==> config.mk <==
export PLATFORM = sky130hd
export DESIGN_NAME = instr_fetch_unit
export DESIGN_NICKNAME = d
export VERILOG_FILES = /design/src/rtl/instr_fetch_unit.sv
export SDC_FILE = /design/constraint.sdc
export NUM_CORES = 1
export LEC_CHECK = 0
export ABC_AREA = 1
export CORE_MARGIN = 3
export CORE_UTILIZATION = 25
export CTS_CLUSTER_DIAMETER = 60
export DETAILED_ROUTE_END_ITERATION = 16
export HOLD_SLACK_MARGIN = 0.05
export PLACE_DENSITY = 0.55
export SLEW_MARGIN = 0
export SYNTH_ARGS = -nofsm -noshare
export SYNTH_HDL_FRONTEND = slang
export SYNTH_SLANG_ARGS = --single-unit
==> constraint.sdc <==
create_clock -name clk -period 2.5 [get_ports clk]
set_clock_uncertainty 0.15 [all_clocks]
set_input_delay 0.5 -clock clk [delete_from_list [all_inputs] [get_ports clk]]
set_output_delay 0.5 -clock clk [all_outputs]
set_load 0.005 [all_outputs]
==> src/rtl/instr_fetch_unit.sv <==
// Instruction fetch unit: PC/IR holder with a req/ack instruction-memory fetch FSM.
// Optional feature macro MISALIGN_TRAP_EN: word-aligns PC loads and raises a sticky misalign flag.
module instr_fetch_unit #(
  parameter logic [31:0] PC_RESET = 32'h0000_0000,
  parameter int          ADDR_W   = 32
) (
  input  logic              clk,
  input  logic              reset,
  input  logic              PC_LD,
  input  logic [1:0]        SEL_PC,
  input  logic              IR_W,
  input  logic              MEM_RD,
  input  logic              SEL_DIR,
  input  logic [31:0]       alu_result,
  input  logic [31:0]       reg_rs,
  input  logic [31:0]       mem_rdata,
  input  logic              mem_ack,
  output logic              mem_req,
  output logic [ADDR_W-1:0] mem_addr,
  output logic [ADDR_W-1:0] pc,
  output logic [ADDR_W-1:0] pc_plus4,
  output logic [5:0]        OPCODE,
  output logic [4:0]        rs,
  output logic [4:0]        rt,
  output logic [4:0]        rd,
  output logic [15:0]       imm,
  output logic              fetch_busy,
  output logic              fetch_done,
  output logic              misalign
);

  typedef enum logic [1:0] {
    IDLE = 2'b00,
    REQ  = 2'b01,
    DONE = 2'b10
  } state_e;

  state_e            state_q, state_d;
  logic              mem_req_q, mem_req_d;
  logic [ADDR_W-1:0] mem_addr_q, mem_addr_d;
  logic [31:0]       ir_q, ir_d;
  logic [ADDR_W-1:0] pc_q, pc_d;
  logic              fetch_busy_q, fetch_busy_d;
  logic              fetch_done_q, fetch_done_d;
  logic [ADDR_W-1:0] pc_src;
  logic [ADDR_W-1:0] pc_inc;

  assign pc_inc = pc_q + {{(ADDR_W-3){1'b0}}, 3'd4};

  // PC source select; the jump target keeps the PC's top nibble
  always_comb begin
    pc_src = pc_inc;
    case (SEL_PC)
      2'b00:   pc_src = pc_inc;
      2'b01:   pc_src = alu_result[ADDR_W-1:0];
      2'b10:   pc_src = {pc_q[ADDR_W-1:28], ir_q[25:0], 2'b00};
      2'b11:   pc_src = reg_rs[ADDR_W-1:0];
      default: pc_src = pc_inc;
    endcase
  end

`ifdef MISALIGN_TRAP_EN
  logic misalign_q, misalign_d;

  always_comb begin
    pc_d       = pc_q;
    misalign_d = misalign_q;
    if (PC_LD) begin
      pc_d       = {pc_src[ADDR_W-1:2], 2'b00};
      misalign_d = misalign_q | (pc_src[1:0] != 2'b00);
    end else begin
      pc_d       = pc_q;
      misalign_d = misalign_q;
    end
  end

  always_ff @(posedge clk) begin
    if (!reset) begin
      misalign_q <= 1'b0;
    end else begin
      misalign_q <= misalign_d;
    end
  end

  assign misalign = misalign_q;
`else
  always_comb begin
    pc_d = pc_q;
    if (PC_LD) begin
      pc_d = pc_src;
    end else begin
      pc_d = pc_q;
    end
  end

  assign misalign = 1'b0;
`endif

  // Fetch FSM next state; the address is captured at the start edge and held until ack
  always_comb begin
    state_d      = state_q;
    mem_req_d    = mem_req_q;
    mem_addr_d   = mem_addr_q;
    ir_d         = ir_q;
    fetch_done_d = 1'b0;
    case (state_q)
      IDLE: begin
        if (IR_W && MEM_RD && !SEL_DIR) begin
          state_d    = REQ;
          mem_req_d  = 1'b1;
          mem_addr_d = pc_q;
        end else begin
          state_d    = IDLE;
          mem_req_d  = 1'b0;
        end
      end
      REQ: begin
        if (mem_ack) begin
          state_d      = DONE;
          mem_req_d    = 1'b0;
          ir_d         = mem_rdata;
          fetch_done_d = 1'b1;
        end else begin
          state_d   = REQ;
          mem_req_d = 1'b1;
        end
      end
      DONE: begin
        state_d   = IDLE;
        mem_req_d = 1'b0;
      end
      default: begin
        state_d   = IDLE;
        mem_req_d = 1'b0;
      end
    endcase
    fetch_busy_d = (state_d != IDLE);
  end

  // State, PC and IR registers
  always_ff @(posedge clk) begin
    if (!reset) begin
      state_q      <= IDLE;
      mem_req_q    <= 1'b0;
      mem_addr_q   <= {ADDR_W{1'b0}};
      ir_q         <= 32'h0000_0000;
      pc_q         <= PC_RESET[ADDR_W-1:0];
      fetch_busy_q <= 1'b0;
      fetch_done_q <= 1'b0;
    end else begin
      state_q      <= state_d;
      mem_req_q    <= mem_req_d;
      mem_addr_q   <= mem_addr_d;
      ir_q         <= ir_d;
      pc_q         <= pc_d;
      fetch_busy_q <= fetch_busy_d;
      fetch_done_q <= fetch_done_d;
    end
  end

  assign mem_req    = mem_req_q;
  assign mem_addr   = mem_addr_q;
  assign pc         = pc_q;
  assign pc_plus4   = pc_inc;
  assign OPCODE     = ir_q[31:26];
  assign rs         = ir_q[25:21];
  assign rt         = ir_q[20:16];
  assign rd         = ir_q[15:11];
  assign imm        = ir_q[15:0];
  assign fetch_busy = fetch_busy_q;
  assign fetch_done = fetch_done_q;

endmodule
Word level (Yosys, flattened, before mapping). Cells that the tools add are included.

Mux-type cells: 8. Reduce and logical (&&, ||, !) cells: 10. Equal/unequal tests: 4. Bitwise operators: 1. Add/subtract/negate cells: 1.

Operators by type and width (count): 32-bit case mux with 4 select lines (1); 32-bit by 3-bit adder with 32-bit output (second input constant) (1); 2-bit AND reduction (4); 2-bit by 1-bit equality test with 1-bit output (second input constant) (2); 2-bit equality test (second input constant) (2); 2-bit zero test (2); 1-bit two-way mux (4); 2-bit case mux with 2 select lines (1); 1-bit logical AND (2); 2-bit two-way mux (1); 1-bit case mux with 2 select lines (1); 2-bit nonzero test (1); 1-bit zero test (1); 1-bit NOT (1).

Input port bits: 105. Flip-flop bits (word level): 101. Output and inout bits: 137. Word-level logic and storage cells: 32.

Longest topological paths before layout.
Word-level depth: 5. Mapped depth: 10. Mapped depth without buffers: 10.

Worst setup path after synthesis. OpenSTA, ideal clock, no wires.

Path kind: register -> output. Start point: reg pc_q[3], in the netlist pc[3]. End point: out pc_plus4[26]. Cell stages (with the launch flop): 8. Path slack: 0.514 ns. Data required time: 1.850 ns. Arrival: 1.336 ns. Buffers on the path: 0. Cell sequence: dfxtp_1 -> ha_1 -> nand2_2 -> nor2_4 -> nand2_4 -> nor2_4 -> nand3_1 -> and2_1.

Cells in the longest elaborated chain, start to end: 1.

RTL lines: from (decl) (RTL line 42) `logic [ADDR_W-1:0] pc_q, pc_d;`; from (signal assigned) (RTL line 147) `pc_q <= PC_RESET[ADDR_W-1:0];`; from (signal assigned) (RTL line 155) `pc_q <= pc_d;`; 32-bit by 3-bit adder with 32-bit output (RTL line 48) `assign pc_inc = pc_q + {{(ADDR_W-3){1'b0}}, 3'd4};`; to (decl) (RTL line 21) `output logic [ADDR_W-1:0] pc_plus4,`.

Every way passes these cells.

Worst setup path in the final report.
Start point: reg pc_q[2], in the netlist pc[2]. End point: out pc_plus4[17].

The elaborated chain is that of the path after synthesis.

==> results.txt <==
RePlAce Congestion = 0.854
Fill cell count = 2054
Comb pwr share = 20.7%
Largest net degree at the start of global routing = 68
IR drop worst, VDD = 0.303 mV
Pins Over Slew Limit = 0
Placed Cells = 1238
Post-synthesis sequential area ratio = 38.9%
Leading area contributor after synthesis = dfxtp_1
Setup slack after layout = 3.76 ps
Port bufs = 240
Setup Viol. Count Final = 0
Hold-fix buffers at CTS = 0
Tot GR Track Use = 18.6%
Later-pin clock latency in the skew report = 350 ps
Via-per-instance ratio = 4.47
Layout cells sized above 1 = 20.1%
RSZ-0062 raised after global routing = true
Switch share = 27.0%
DRT Wirelength = 21400 microns
Reg2reg end = pc[12]$_SDFFE_PN0P_
Cell variety after synth = 34
First-pass GRT wire length = 32000 microns
TritonCTS clock tree = yes
Worst-path maximum fanout = 4
Total number of vias = 5724
Setup crit end kind = output pin
Initial Util = 25.9%
Hold Worst Slack = 293 ps
Top cell type's share of synthesized area = 38.9%
HPWL reported at the end of detailed placement = 16300 microns
Post-Syn Nets = 831
Pre-antenna DRT Iters = 4
Status = finished clean
FFs w/ async S/R, synth = 0%
Pre-CTS setup slack = -14.9 ps
Count leader, synth = nand2_1
Syn_area_per_cell = 7.10 sq um
# IOs = 242
Antenna fix cells = 0
Crit path kind = flip-flop to output pin
Clk pwr share = 34.6%
WP data arrival = 1850 ps
TritonCTS Buffers = 9
DR DRC count = 0
Final clock period utilization by the worst path = 99.8%
Syn Inst Count = 725
CP required = 1850 ps
Min Tclk post-route = 2500 ps
Post-route antenna net violation count = 0
Top cells by count, synth = nand2_1 (163), dfxtp_1 (100), a21oi_1 (80)
Routed length per instance = 16.7 microns
Min-Delay Endpoint = ir_q[28]$_SDFFE_PN0P_
FF-to-FF path depth = 11
Fin. Hold Viols = 0
Yosys warns = 0
Startpoint Class = flip-flop
Die H = 149 microns
Total gr overflow = 0
Top post-synthesis cells by area = dfxtp_1 (39%), nand2_1 (12%), a21oi_1 (7.8%)
Vias in the first global route = 5610
WHS Path Cells = 2
Min-delay src = ir_q[28]$_SDFFE_PN0P_
Core region area = 0.0198 sq mm
Die Wd = 149 microns
Final std cells w/o fill = 1281
Worst reg2reg startpoint = pc[2]$_SDFFE_PN0P_
Clk pin slew, worst setup/hold paths = 80 ps
Setup TNS = 0 ps
CTS max path bufs = 2
H-tree depth = 3
Fmax = 0.401 GHz
CTS root buf = clkbuf_16
EDFF count, synth = 0
Initial antenna violation count = 0
Initial drt markers = 247
Net count, final = 1119
Most used DFF post-synth = dfxtp_1
Psw = 1.04 mW
Hold Path Class = flip-flop to flip-flop
Multi-input combinational cell area = 0.00287 sq mm
Power Internal = 2.82 mW
Site Rows = 51
Area Growth Syn to Fin = 72.0%
R2R Setup Slk = 680 ps
Mapped Area = 0.00514 sq mm
Sequential share of power = 44.7%
Pwr Density = 436 mW/mm^2
Seq. cell area = 0.00202 sq mm
Max Cap Violations = 0
Clock Sinks = 100
Leak = 3.52 nW
Synthesized flop and latch total = 100
Tot Pwr = 3.86 mW
Die ar. = 0.0223 sq mm
final cells by class:
class / instances / area share (%)
tap: 265 / 3.75
sequential: 100 / 22.9
clock inverter: 3 / 0.283
clock buffer: 11 / 2.74
timing repair buffer: 321 / 34.9
multi-input combinational: 510 / 32.4
inverter: 71 / 3.07
sequential cells by signal, summed over array words and instances (netlist names):
signal and count:
pc 32, state_q 2, ir_q 32, fetch_busy 1, mem_addr 32, fetch_done 1
cell usage in the layout (no fill, tap or decap), types with 3 or more instances in the layout:
cell,count
and2_1,3
clkbuf_16,9
xor2_4,4
nor2_8,4
o211ai_1,7
buf_4,57
nor2_4,10
clkdlybuf4s50_1,211
clkbuf_2,8
nand2_4,6
a31oi_1,4
xor2_1,3
and2_4,8
a21oi_1,80
o21ai_0,76
buf_12,7
buf_6,22
nor2_1,54
dfxtp_2,15
dfxtp_1,84
nand2_2,14
dlygate4sd2_1,5
nor2_2,5
inv_1,64
nand3_1,32
a221oi_1,4
a22oi_1,21
nand3_2,7
xor2_2,7
inv_2,4
buf_2,8
nand2_1,151
routing by layer:
layer / GRT usage, % / vias up / routed length (microns)
met4: 5.40 / 0 / 374
met5: 0 / - / 0
met1: 24.7 / 2568 / 9720
met3: 4.72 / 20 / 1500
li1: - / 2942 / -
met2: 29.8 / 194 / 9800
metrics by stage:
step / utilization (%) / area (sq um)
2_1_floorplan: - / 5140
3_3_place_gp: 40.8 / 8100
3_5_place_dp: 40.8 / 8100
4_1_cts: 43.3 / 8600
5_1_grt: 44.6 / 8850
6_report: 44.6 / 8850
cells by family after synthesis:
kind of cell	after synthesis	share of synthesized area (%)
AND/OR/NAND/NOR	297	26.7
AO/OA/AOI/OAI	196	21.0
buffers and inverters	115	9.92
flip-flops	100	38.9
XOR/XNOR	15	3.14
adder cells (fa/ha/maj)	1	0.243
other	1	0.0729
power groups by stage:
stage                     combinational [mW]  sequential, mW  clock, mW
after floorplan                        0.262            1.76          0
after global placement                 0.792            1.75          0
after detailed placement               0.792            1.76          0
after CTS                              0.791            1.72       1.39
after global routing                   0.870            1.74       1.44
final                                  0.799            1.73       1.33
repair_timing:
item                       in CTS  in global routing
resized for setup             106                 68
setup endpoints to repair      27                 21
buffers inserted               15                 18
pin swaps                      22                 29
critical path, stage by stage, from the launching register on:
cell and delay (ps):
dfxtp_4 370, buf_6 100, inv_4 30, nor2_4 200
nand2_4 80, buf_6 130, nor2_8 120, buf_6 120
xor2_4 190, buf_2 150
worst max-delay path by stage:
| stage | from | endpoint | cells after the start |
|---|---|---|---|
| floorplan | pc[3]$_SDFFE_PN0P_ | pc_plus4[26] | 7 |
| global placement | pc[2]$_SDFFE_PN0P_ | pc_plus4[20] | 9 |
| detailed placement | pc[2]$_SDFFE_PN0P_ | pc_plus4[20] | 9 |
| CTS | pc[3]$_SDFFE_PN0P_ | pc_plus4[23] | 12 |
| global route | pc[2]$_SDFFE_PN0P_ | pc_plus4[27] | 11 |
| finish | pc[2]$_SDFFE_PN0P_ | pc_plus4[17] | 9 |
No activity file was read; power rests on OpenSTA's default activity.
